[src/rtl/mips_ctrl_pkg.sv]
// mips_ctrl_pkg
//   Shared definitions for the multi-cycle MIPS control unit:
//   - opcode / funct constants of the supported instruction subset
//   - 4-bit sequencing state enum (15 states)
//   - datapath mux-select encodings (ALUOp, ALU B source, reg_dst,
//     mem_to_reg, pc_source)
//   - ctrl_t: the full control vector driven by the output decoder
//   - is_known_op(): true for every opcode the sequencer implements
package mips_ctrl_pkg;

    // Opcodes (IR[31:26])
    localparam logic [5:0] OP_RTYPE = 6'b000000;
    localparam logic [5:0] OP_J     = 6'b000010;
    localparam logic [5:0] OP_JAL   = 6'b000011;
    localparam logic [5:0] OP_BEQ   = 6'b000100;
    localparam logic [5:0] OP_BNE   = 6'b000101;
    localparam logic [5:0] OP_ADDI  = 6'b001000;
    localparam logic [5:0] OP_LW    = 6'b100011;
    localparam logic [5:0] OP_SW    = 6'b101011;

    // funct (IR[5:0]) for R-type
    localparam logic [5:0] FN_JR    = 6'b001000;

    typedef enum logic [3:0] {
        S_RESET     = 4'd0,
        S_FETCH     = 4'd1,
        S_DECODE    = 4'd2,
        S_MEM_ADDR  = 4'd3,
        S_MEM_READ  = 4'd4,
        S_MEM_WB    = 4'd5,
        S_MEM_WRITE = 4'd6,
        S_EXECUTE   = 4'd7,
        S_R_WB      = 4'd8,
        S_ADDI_EX   = 4'd9,
        S_ADDI_WB   = 4'd10,
        S_BRANCH    = 4'd11,
        S_JUMP      = 4'd12,
        S_JAL       = 4'd13,
        S_JR        = 4'd14
    } state_t;

    // ALU control
    localparam logic [1:0] ALUOP_ADD   = 2'b00;
    localparam logic [1:0] ALUOP_SUB   = 2'b01;
    localparam logic [1:0] ALUOP_FUNCT = 2'b10;

    // ALU B source
    localparam logic [1:0] SRCB_REG     = 2'b00;
    localparam logic [1:0] SRCB_FOUR    = 2'b01;
    localparam logic [1:0] SRCB_IMM     = 2'b10;
    localparam logic [1:0] SRCB_IMM_SH2 = 2'b11;

    // Write-register select
    localparam logic [1:0] RDST_RT = 2'b00;
    localparam logic [1:0] RDST_RD = 2'b01;
    localparam logic [1:0] RDST_RA = 2'b10;

    // Write-data select
    localparam logic [1:0] WB_ALUOUT = 2'b00;
    localparam logic [1:0] WB_MDR    = 2'b01;
    localparam logic [1:0] WB_PC     = 2'b10;

    // PC source
    localparam logic [1:0] PCSRC_ALU    = 2'b00;
    localparam logic [1:0] PCSRC_ALUOUT = 2'b01;
    localparam logic [1:0] PCSRC_JUMP   = 2'b10;
    localparam logic [1:0] PCSRC_REG    = 2'b11;

    typedef struct packed {
        logic       pc_write;
        logic       pc_write_cond;
        logic       branch_ne;
        logic       iord;
        logic       mem_read;
        logic       mem_write;
        logic       ir_write;
        logic       reg_write;
        logic [1:0] reg_dst;
        logic [1:0] mem_to_reg;
        logic       alu_src_a;
        logic [1:0] alu_src_b;
        logic [1:0] alu_op;
        logic [1:0] pc_source;
        logic       illegal;
    } ctrl_t;

    function automatic logic is_known_op(input logic [5:0] op);
        return (op == OP_RTYPE) || (op == OP_J)    || (op == OP_JAL) ||
               (op == OP_BEQ)   || (op == OP_BNE)  || (op == OP_ADDI) ||
               (op == OP_LW)    || (op == OP_SW);
    endfunction

endpackage

[src/rtl/mips_mc_outdec.sv]
// mips_mc_outdec
//   Purely combinational state -> control-vector decoder.
//   Ports:
//     state     in  current sequencer state
//     opcode    in  IR opcode (only for branch_ne and illegal)
//     mem_ready in  memory completion (only gates FETCH ir_write/pc_write)
//     ctrl      out full datapath control vector; all zero unless set below
module mips_mc_outdec
    import mips_ctrl_pkg::*;
(
    input  state_t     state,
    input  logic [5:0] opcode,
    input  logic       mem_ready,
    output ctrl_t      ctrl
);

    always_comb begin
        ctrl = '0;
        case (state)
            S_FETCH: begin
                // Memory selects are held constant for every wait cycle;
                // only the IR/PC load waits for the data to arrive.
                ctrl.mem_read  = 1'b1;
                ctrl.iord      = 1'b0;
                ctrl.alu_src_a = 1'b0;
                ctrl.alu_src_b = SRCB_FOUR;
                ctrl.alu_op    = ALUOP_ADD;
                ctrl.pc_source = PCSRC_ALU;
                ctrl.ir_write  = mem_ready;
                ctrl.pc_write  = mem_ready;
            end
            S_DECODE: begin
                // Speculatively form the branch target into ALUOut.
                ctrl.alu_src_a = 1'b0;
                ctrl.alu_src_b = SRCB_IMM_SH2;
                ctrl.alu_op    = ALUOP_ADD;
                ctrl.illegal   = ~is_known_op(opcode);
            end
            S_MEM_ADDR, S_ADDI_EX: begin
                ctrl.alu_src_a = 1'b1;
                ctrl.alu_src_b = SRCB_IMM;
                ctrl.alu_op    = ALUOP_ADD;
            end
            S_MEM_READ: begin
                ctrl.mem_read = 1'b1;
                ctrl.iord     = 1'b1;
            end
            S_MEM_WB: begin
                ctrl.reg_write  = 1'b1;
                ctrl.reg_dst    = RDST_RT;
                ctrl.mem_to_reg = WB_MDR;
            end
            S_MEM_WRITE: begin
                ctrl.mem_write = 1'b1;
                ctrl.iord      = 1'b1;
            end
            S_EXECUTE: begin
                ctrl.alu_src_a = 1'b1;
                ctrl.alu_src_b = SRCB_REG;
                ctrl.alu_op    = ALUOP_FUNCT;
            end
            S_R_WB: begin
                ctrl.reg_write  = 1'b1;
                ctrl.reg_dst    = RDST_RD;
                ctrl.mem_to_reg = WB_ALUOUT;
            end
            S_ADDI_WB: begin
                ctrl.reg_write  = 1'b1;
                ctrl.reg_dst    = RDST_RT;
                ctrl.mem_to_reg = WB_ALUOUT;
            end
            S_BRANCH: begin
                ctrl.alu_src_a     = 1'b1;
                ctrl.alu_src_b     = SRCB_REG;
                ctrl.alu_op        = ALUOP_SUB;
                ctrl.pc_write_cond = 1'b1;
                // beq = 000100, bne = 000101: bit 0 selects the inverted zero.
                ctrl.branch_ne     = opcode[0];
                ctrl.pc_source     = PCSRC_ALUOUT;
            end
            S_JUMP: begin
                ctrl.pc_write  = 1'b1;
                ctrl.pc_source = PCSRC_JUMP;
            end
            S_JAL: begin
                // PC already holds PC+4 from FETCH, so writing the pre-edge
                // PC into $31 gives the link address in the same cycle.
                ctrl.reg_write  = 1'b1;
                ctrl.reg_dst    = RDST_RA;
                ctrl.mem_to_reg = WB_PC;
                ctrl.pc_write   = 1'b1;
                ctrl.pc_source  = PCSRC_JUMP;
            end
            S_JR: begin
                ctrl.pc_write  = 1'b1;
                ctrl.pc_source = PCSRC_REG;
            end
            default: ctrl = '0;
        endcase
    end

endmodule

[src/rtl/mips_multicycle_ctrl.sv]
// mips_multicycle_ctrl
//   Moore sequencing FSM for the multi-cycle MIPS datapath. Holds the
//   state register, next-state logic and the retired-instruction counter;
//   the control vector is decoded from the state by mips_mc_outdec.
//   Ports:
//     clk, rst_n        clock (rising edge), async active-low reset
//     opcode, funct     IR fields, stable from end of FETCH to next FETCH
//     mem_ready         memory finished the current access this cycle
//     pc_write .. pc_source   datapath mux selects and write enables
//     illegal           one-cycle pulse in DECODE on an unsupported opcode
//     retired           retired-instruction count, wraps modulo 2^CNT_W
module mips_multicycle_ctrl
    import mips_ctrl_pkg::*;
#(
    parameter int CNT_W = 32
) (
    input  logic             clk,
    input  logic             rst_n,
    input  logic [5:0]       opcode,
    input  logic [5:0]       funct,
    input  logic             mem_ready,
    output logic             pc_write,
    output logic             pc_write_cond,
    output logic             branch_ne,
    output logic             iord,
    output logic             mem_read,
    output logic             mem_write,
    output logic             ir_write,
    output logic             reg_write,
    output logic [1:0]       reg_dst,
    output logic [1:0]       mem_to_reg,
    output logic             alu_src_a,
    output logic [1:0]       alu_src_b,
    output logic [1:0]       alu_op,
    output logic [1:0]       pc_source,
    output logic             illegal,
    output logic [CNT_W-1:0] retired
);

    state_t           state_q, state_d;
    logic [CNT_W-1:0] retired_q, retired_d;
    logic             retire;
    ctrl_t            ctrl;

    // Next-state logic. Memory states hold until mem_ready; an unknown
    // opcode falls straight back to FETCH with nothing written.
    always_comb begin
        state_d = state_q;
        case (state_q)
            S_RESET:     state_d = S_FETCH;
            S_FETCH:     state_d = mem_ready ? S_DECODE : S_FETCH;
            S_DECODE: begin
                case (opcode)
                    OP_LW, OP_SW:   state_d = S_MEM_ADDR;
                    OP_RTYPE:       state_d = (funct == FN_JR) ? S_JR : S_EXECUTE;
                    OP_ADDI:        state_d = S_ADDI_EX;
                    OP_BEQ, OP_BNE: state_d = S_BRANCH;
                    OP_J:           state_d = S_JUMP;
                    OP_JAL:         state_d = S_JAL;
                    default:        state_d = S_FETCH;
                endcase
            end
            S_MEM_ADDR:  state_d = (opcode == OP_LW) ? S_MEM_READ : S_MEM_WRITE;
            S_MEM_READ:  state_d = mem_ready ? S_MEM_WB : S_MEM_READ;
            S_MEM_WB:    state_d = S_FETCH;
            S_MEM_WRITE: state_d = mem_ready ? S_FETCH : S_MEM_WRITE;
            S_EXECUTE:   state_d = S_R_WB;
            S_R_WB:      state_d = S_FETCH;
            S_ADDI_EX:   state_d = S_ADDI_WB;
            S_ADDI_WB:   state_d = S_FETCH;
            S_BRANCH:    state_d = S_FETCH;
            S_JUMP:      state_d = S_FETCH;
            S_JAL:       state_d = S_FETCH;
            S_JR:        state_d = S_FETCH;
            default:     state_d = S_RESET;
        endcase
    end

    // An instruction retires when it returns to FETCH from its last step.
    // RESET->FETCH and the illegal DECODE->FETCH path are excluded because
    // DECODE and RESET are not in this list.
    always_comb begin
        retire = 1'b0;
        if (state_d == S_FETCH) begin
            case (state_q)
                S_MEM_WB, S_MEM_WRITE, S_R_WB, S_ADDI_WB,
                S_BRANCH, S_JUMP, S_JAL, S_JR: retire = 1'b1;
                default:                       retire = 1'b0;
            endcase
        end
        retired_d = retire ? retired_q + CNT_W'(1) : retired_q;
    end

    always_ff @(posedge clk or negedge rst_n) begin
        if (!rst_n) begin
            state_q   <= S_RESET;
            retired_q <= '0;
        end else begin
            state_q   <= state_d;
            retired_q <= retired_d;
        end
    end

    mips_mc_outdec u_outdec (
        .state     (state_q),
        .opcode    (opcode),
        .mem_ready (mem_ready),
        .ctrl      (ctrl)
    );

    assign pc_write      = ctrl.pc_write;
    assign pc_write_cond = ctrl.pc_write_cond;
    assign branch_ne     = ctrl.branch_ne;
    assign iord          = ctrl.iord;
    assign mem_read      = ctrl.mem_read;
    assign mem_write     = ctrl.mem_write;
    assign ir_write      = ctrl.ir_write;
    assign reg_write     = ctrl.reg_write;
    assign reg_dst       = ctrl.reg_dst;
    assign mem_to_reg    = ctrl.mem_to_reg;
    assign alu_src_a     = ctrl.alu_src_a;
    assign alu_src_b     = ctrl.alu_src_b;
    assign alu_op        = ctrl.alu_op;
    assign pc_source     = ctrl.pc_source;
    assign illegal       = ctrl.illegal;
    assign retired       = retired_q;

endmodule

[config.mk]
export PLATFORM = sky130hd
export DESIGN_NAME = mips_multicycle_ctrl
export DESIGN_NICKNAME = d
export VERILOG_FILES = /design/src/rtl/mips_ctrl_pkg.sv /design/src/rtl/mips_mc_outdec.sv /design/src/rtl/mips_multicycle_ctrl.sv
export SDC_FILE = /design/constraint.sdc
export NUM_CORES = 1
export LEC_CHECK = 0
export ABC_AREA = 1
export BUFFER_PORTS_ARGS = -buffer_cell sky130_fd_sc_hd__buf_4
export CORE_MARGIN = 10
export CORE_UTILIZATION = 35
export CTS_BUF_LIST = sky130_fd_sc_hd__clkbuf_4
export CTS_CLUSTER_DIAMETER = 50
export CTS_CLUSTER_SIZE = 10
export DETAILED_ROUTE_END_ITERATION = 6
export GPL_ROUTABILITY_DRIVEN = 0
export SETUP_SLACK_MARGIN = 0.1
export SYNTH_ARGS = -nofsm -noshare
export SYNTH_HDL_FRONTEND = slang
export SYNTH_SLANG_ARGS = --single-unit
[constraint.sdc]
create_clock -name clk -period 2.4 [get_ports clk]
set_input_delay 0.48 -clock clk [delete_from_list [all_inputs] [get_ports clk]]
set_output_delay 0.48 -clock clk [all_outputs]
set_load 0.03 [all_outputs]
==> impl_metrics.csv <==
group,metric,value,unit
global_routing,gr-total-overflow,0,
die,ios,67,
worst_setup_path,worst_ep_required_time,1.92,ns
cts,cts_hold_buffers,0,
drt,drcViolationCount,0,
final_layout,fin_nets,535,
drt,ant_nets,0,
worst_setup_path,critPathLaunch,"state_q[0]$_DFF_PN0_",
pwr,power,0.00315,W
worst_setup_path,timing.rr.start,"state_q[0]$_DFF_PN0_",
final_layout,layoutNonFillerInstCount,620,
pwr,powerDensity,864,nW/um^2
global_routing,antenna_found_initial,0,
final_layout,design_area,3650,sq um
yosys,ys.flop_type,"dfrtp_1",
worst_setup_path,cp.arrival,1.77,ns
pwr,comb_power_share,61.6,%
yosys,synth_seq_area_share,30.9,%
die,fp.dieArea,12400,sq um
global_routing,grt_max_degree,37,
timing,period_needed,2.25,ns
place,dp_hpwl,6640,um
outcome,run_status,"finished, final reports clean",
pwr,internal_power,0.00149,W
worst_setup_path,reg2reg_depth,10,
drt,wirelength,8860,um
yosys,ys_top_cells_by_area,"dfrtp_1 31%, nand2_1 19%, nand4_1 9.0%, nor2_1 8.0%, inv_1 6.6%",
timing,worstMarginPinSlew,0.592,ns
worst_setup_path,r2r-end,"retired[19]$_DFFE_PN0P_",
final_layout,area_delta_synth_final,25.3,%
worst_setup_path,crit_chain,"inv_1, ha_2, inv_4, nor2_1, or3_1, buf_4",
global_routing,grt_first_pass_wirelength,14500,um
place,port_buffers,66,
die,fp.dieH,111,um
worst_setup_path,cp_slowest_stage_delay,0.44,ns
run,maxCapViolations,0,
timing,slew_headroom,60.2,%
worst_hold_path,hp-class,"in2async",
timing,rsz0062_at_grt,"true",
die,die_w,111,um
worst_setup_path,cpMaxStageDelayCell,"dfrtp_1",
pwr,vdd_ir_drop_max,423,uV
yosys,synthSimpleGateAreaFrac,49.6,%
pwr,p_clk_share,14.3,%
final_layout,fillers,902,
timing,setup_tns,0,ns
yosys,postSynthAreaPerCell,6.54,sq um
yosys,synth_xor_area_share,4.81,%
final_layout,diodes,0,
drt,drtPass1Iterations,5,
worst_setup_path,cp-start-kind,"flip-flop",
worst_setup_path,crit_buf_inv,3,
global_routing,first_global_vias,2942,
die,core-area,8180,sq um
worst_setup_path,crit_type,"reg2out",
cts,htree_levels,2,
yosys,synth_seq_cells,36,
yosys,netlist_instances,445,
yosys,synth_top_cell_by_area,"dfrtp_1",
worst_setup_path,cp-endpoint,"reg_write",
timing,fmax,0.445,GHz
yosys,synth_top_family_by_area,"simple AND/OR/NAND/NOR gates",
yosys,synth_compound_area_share,1.46,%
yosys,synthMuxAreaShare,0,%
worst_setup_path,regToRegSetupSlack,0.27,ns
cts,cts_buffer_depth,2,
cts,cts-root-buf,"clkbuf_4",
worst_setup_path,endpoint_kind,"output pin",
timing,setup_viol,0,
yosys,ys_types,30,
pwr,switching_share,52.8,%
pwr,p_seq_share,24.1,%
yosys,synthAdderAreaFrac,2.58,%
drt,wl_per_cell,14.3,um
worst_setup_path,critical_path_depth,6,
drt,vias,3109,
final_layout,layout-drive-gt1-share,21.6,%
pwr,p_leak,1.95,nW
timing,post-route-period-util,93.7,%
yosys,synth_top_area_share,30.9,%
place,placed_cell_area,3470,sq um
global_routing,grt.total_usage,13.5,%
yosys,async_flop_share,100,%
timing,hold_viol_final,0,
drt,drtIter0Drc,174,
die,fp-row-count,33,
cts,path_clk_slew,0.12,ns
worst_setup_path,crit_path_max_fanout,5,
timing,fin_skew,0.00659,ns
cts,cts_tree,"built",
die,start_util,35.6,%
yosys,syn-num-nets,466,
cts,clock-sinks,36,
yosys,netlist_area,2910,sq um
pwr,net-switching-power,0.00167,W
yosys,yosys_warnings,0,
place,numPlacedInstances,606,
cts,worstSkewPairLatency,0.37,ns
timing,slew_viol_final,0,
worst_setup_path,critPathTopFamily,"flip-flops",
cts,numCtsBuffers,5,
yosys,synth_edf_count,0,
drt,viasPerCell,5.01,
[cell usage after synthesis, types with 3 or more instances]
cell / instances
dfrtp_1: 36
nand3_2: 3
nand3_1: 32
inv_1: 51
nand4_1: 42
nand2_1: 149
inv_2: 3
buf_2: 7
nand3b_1: 7
nor3_1: 5
xnor2_1: 7
xor2_1: 9
o21ai_1: 3
nand2_2: 3
ha_1: 6
nor2_1: 62
[metrics by stage]
| step | setup WS (ns) | hold slack (ns) | util [%] |
|---|---|---|---|
| detailed placement | 0.195 | 0.478 | 42.5 |
| floorplan | 0.206 | 0.184 | - |
| CTS | 0.111 | 0.0773 | 43.6 |
| finish | 0.152 | 0.0566 | 44.6 |
| global route | 0.0536 | 0.0836 | 44.6 |
| global placement | 0.235 | 0.466 | 42.5 |
[registers in the layout, summed over array words and instances (netlist names)]
register  flops
retired      32
state_q       4
[layer usage]
metal / global-route usage (%) / wire length (um)
met5: 0 / 0
met4: 3.17 / 102
met3: 3.25 / 609
met2: 21.2 / 4070
met1: 18.0 / 4080
[worst register-to-register path, cell delays in order, from the launching register on]
cell     delay (ns)
dfrtp_1        0.44
buf_4          0.16
ha_1           0.25
nand2_1        0.13
nand3_1        0.10
nor2_2         0.16
nand3_4        0.14
nor2_8         0.25
nand3_4        0.23
nand2_1        0.12
nand2_1        0.05
[power by group through the flow]
stage | sequential (W) | clock (W) | combinational [W]
after floorplan | 0.000801 | 0 | 0.00130
after global placement | 0.000766 | 0 | 0.00174
after detailed placement | 0.000769 | 0 | 0.00175
after CTS | 0.000754 | 0.000459 | 0.00178
after global routing | 0.000775 | 0.000484 | 0.00211
final | 0.000759 | 0.000451 | 0.00194
[layout make-up]
cell class              instances  area (sq um)  area share [%]
clock inverters                 3          42.5            1.17
well taps                     105           131            3.60
flip-flops and latches         36           901            24.7
inverters                      54           208            5.69
clock buffers                   5          37.5            1.03
multi-input cells             343          1760            48.2
repair buffers                 74           568            15.6
[worst min-delay path by stage]
stage          startpoint                 endpoint  slack (ns)  cells after the start
2_1_floorplan       rst_n   retired[0]$_DFFE_PN0P_        0.18                      0
3_3_place_gp        rst_n   retired[9]$_DFFE_PN0P_        0.47                      1
3_5_place_dp        rst_n  retired[10]$_DFFE_PN0P_        0.48                      1
4_1_cts             rst_n   retired[3]$_DFFE_PN0P_        0.08                      1
5_1_grt             rst_n   retired[3]$_DFFE_PN0P_        0.08                      1
6_report            rst_n  retired[14]$_DFFE_PN0P_        0.06                      1
[logic make-up after synthesis]
group,Yosys count
buf+inv,68
simple gates,312
flops,36
xor+xnor,16
fa+ha+maj,6
compound gates,7
[cell usage in the layout (no fill, tap or decap), types with 3 or more instances in the layout]
master | Yosys | routed
clkbuf_4 | 0 | 5
nor2_2 | 2 | 3
nand3_1 | 32 | 32
nand2_1 | 149 | 149
nand2_2 | 3 | 3
o21ai_1 | 3 | 3
nand4_1 | 42 | 42
inv_2 | 3 | 4
xnor2_1 | 7 | 7
nor3_1 | 5 | 5
nand3_2 | 3 | 3
nand3_4 | 2 | 3
nand3b_1 | 7 | 7
nor2_1 | 62 | 61
inv_1 | 51 | 48
xor2_1 | 9 | 9
ha_2 | 0 | 3
nor2_4 | 2 | 3
dfrtp_1 | 36 | 36
buf_4 | 2 | 73
[what timing repair did]
action,CTS,global route
setup buffers,1,3
resized for setup,3,10
cloned,0,2
pin swaps,0,2
setup endpoints to repair,2,30
Power figures use the tool's default switching activity.
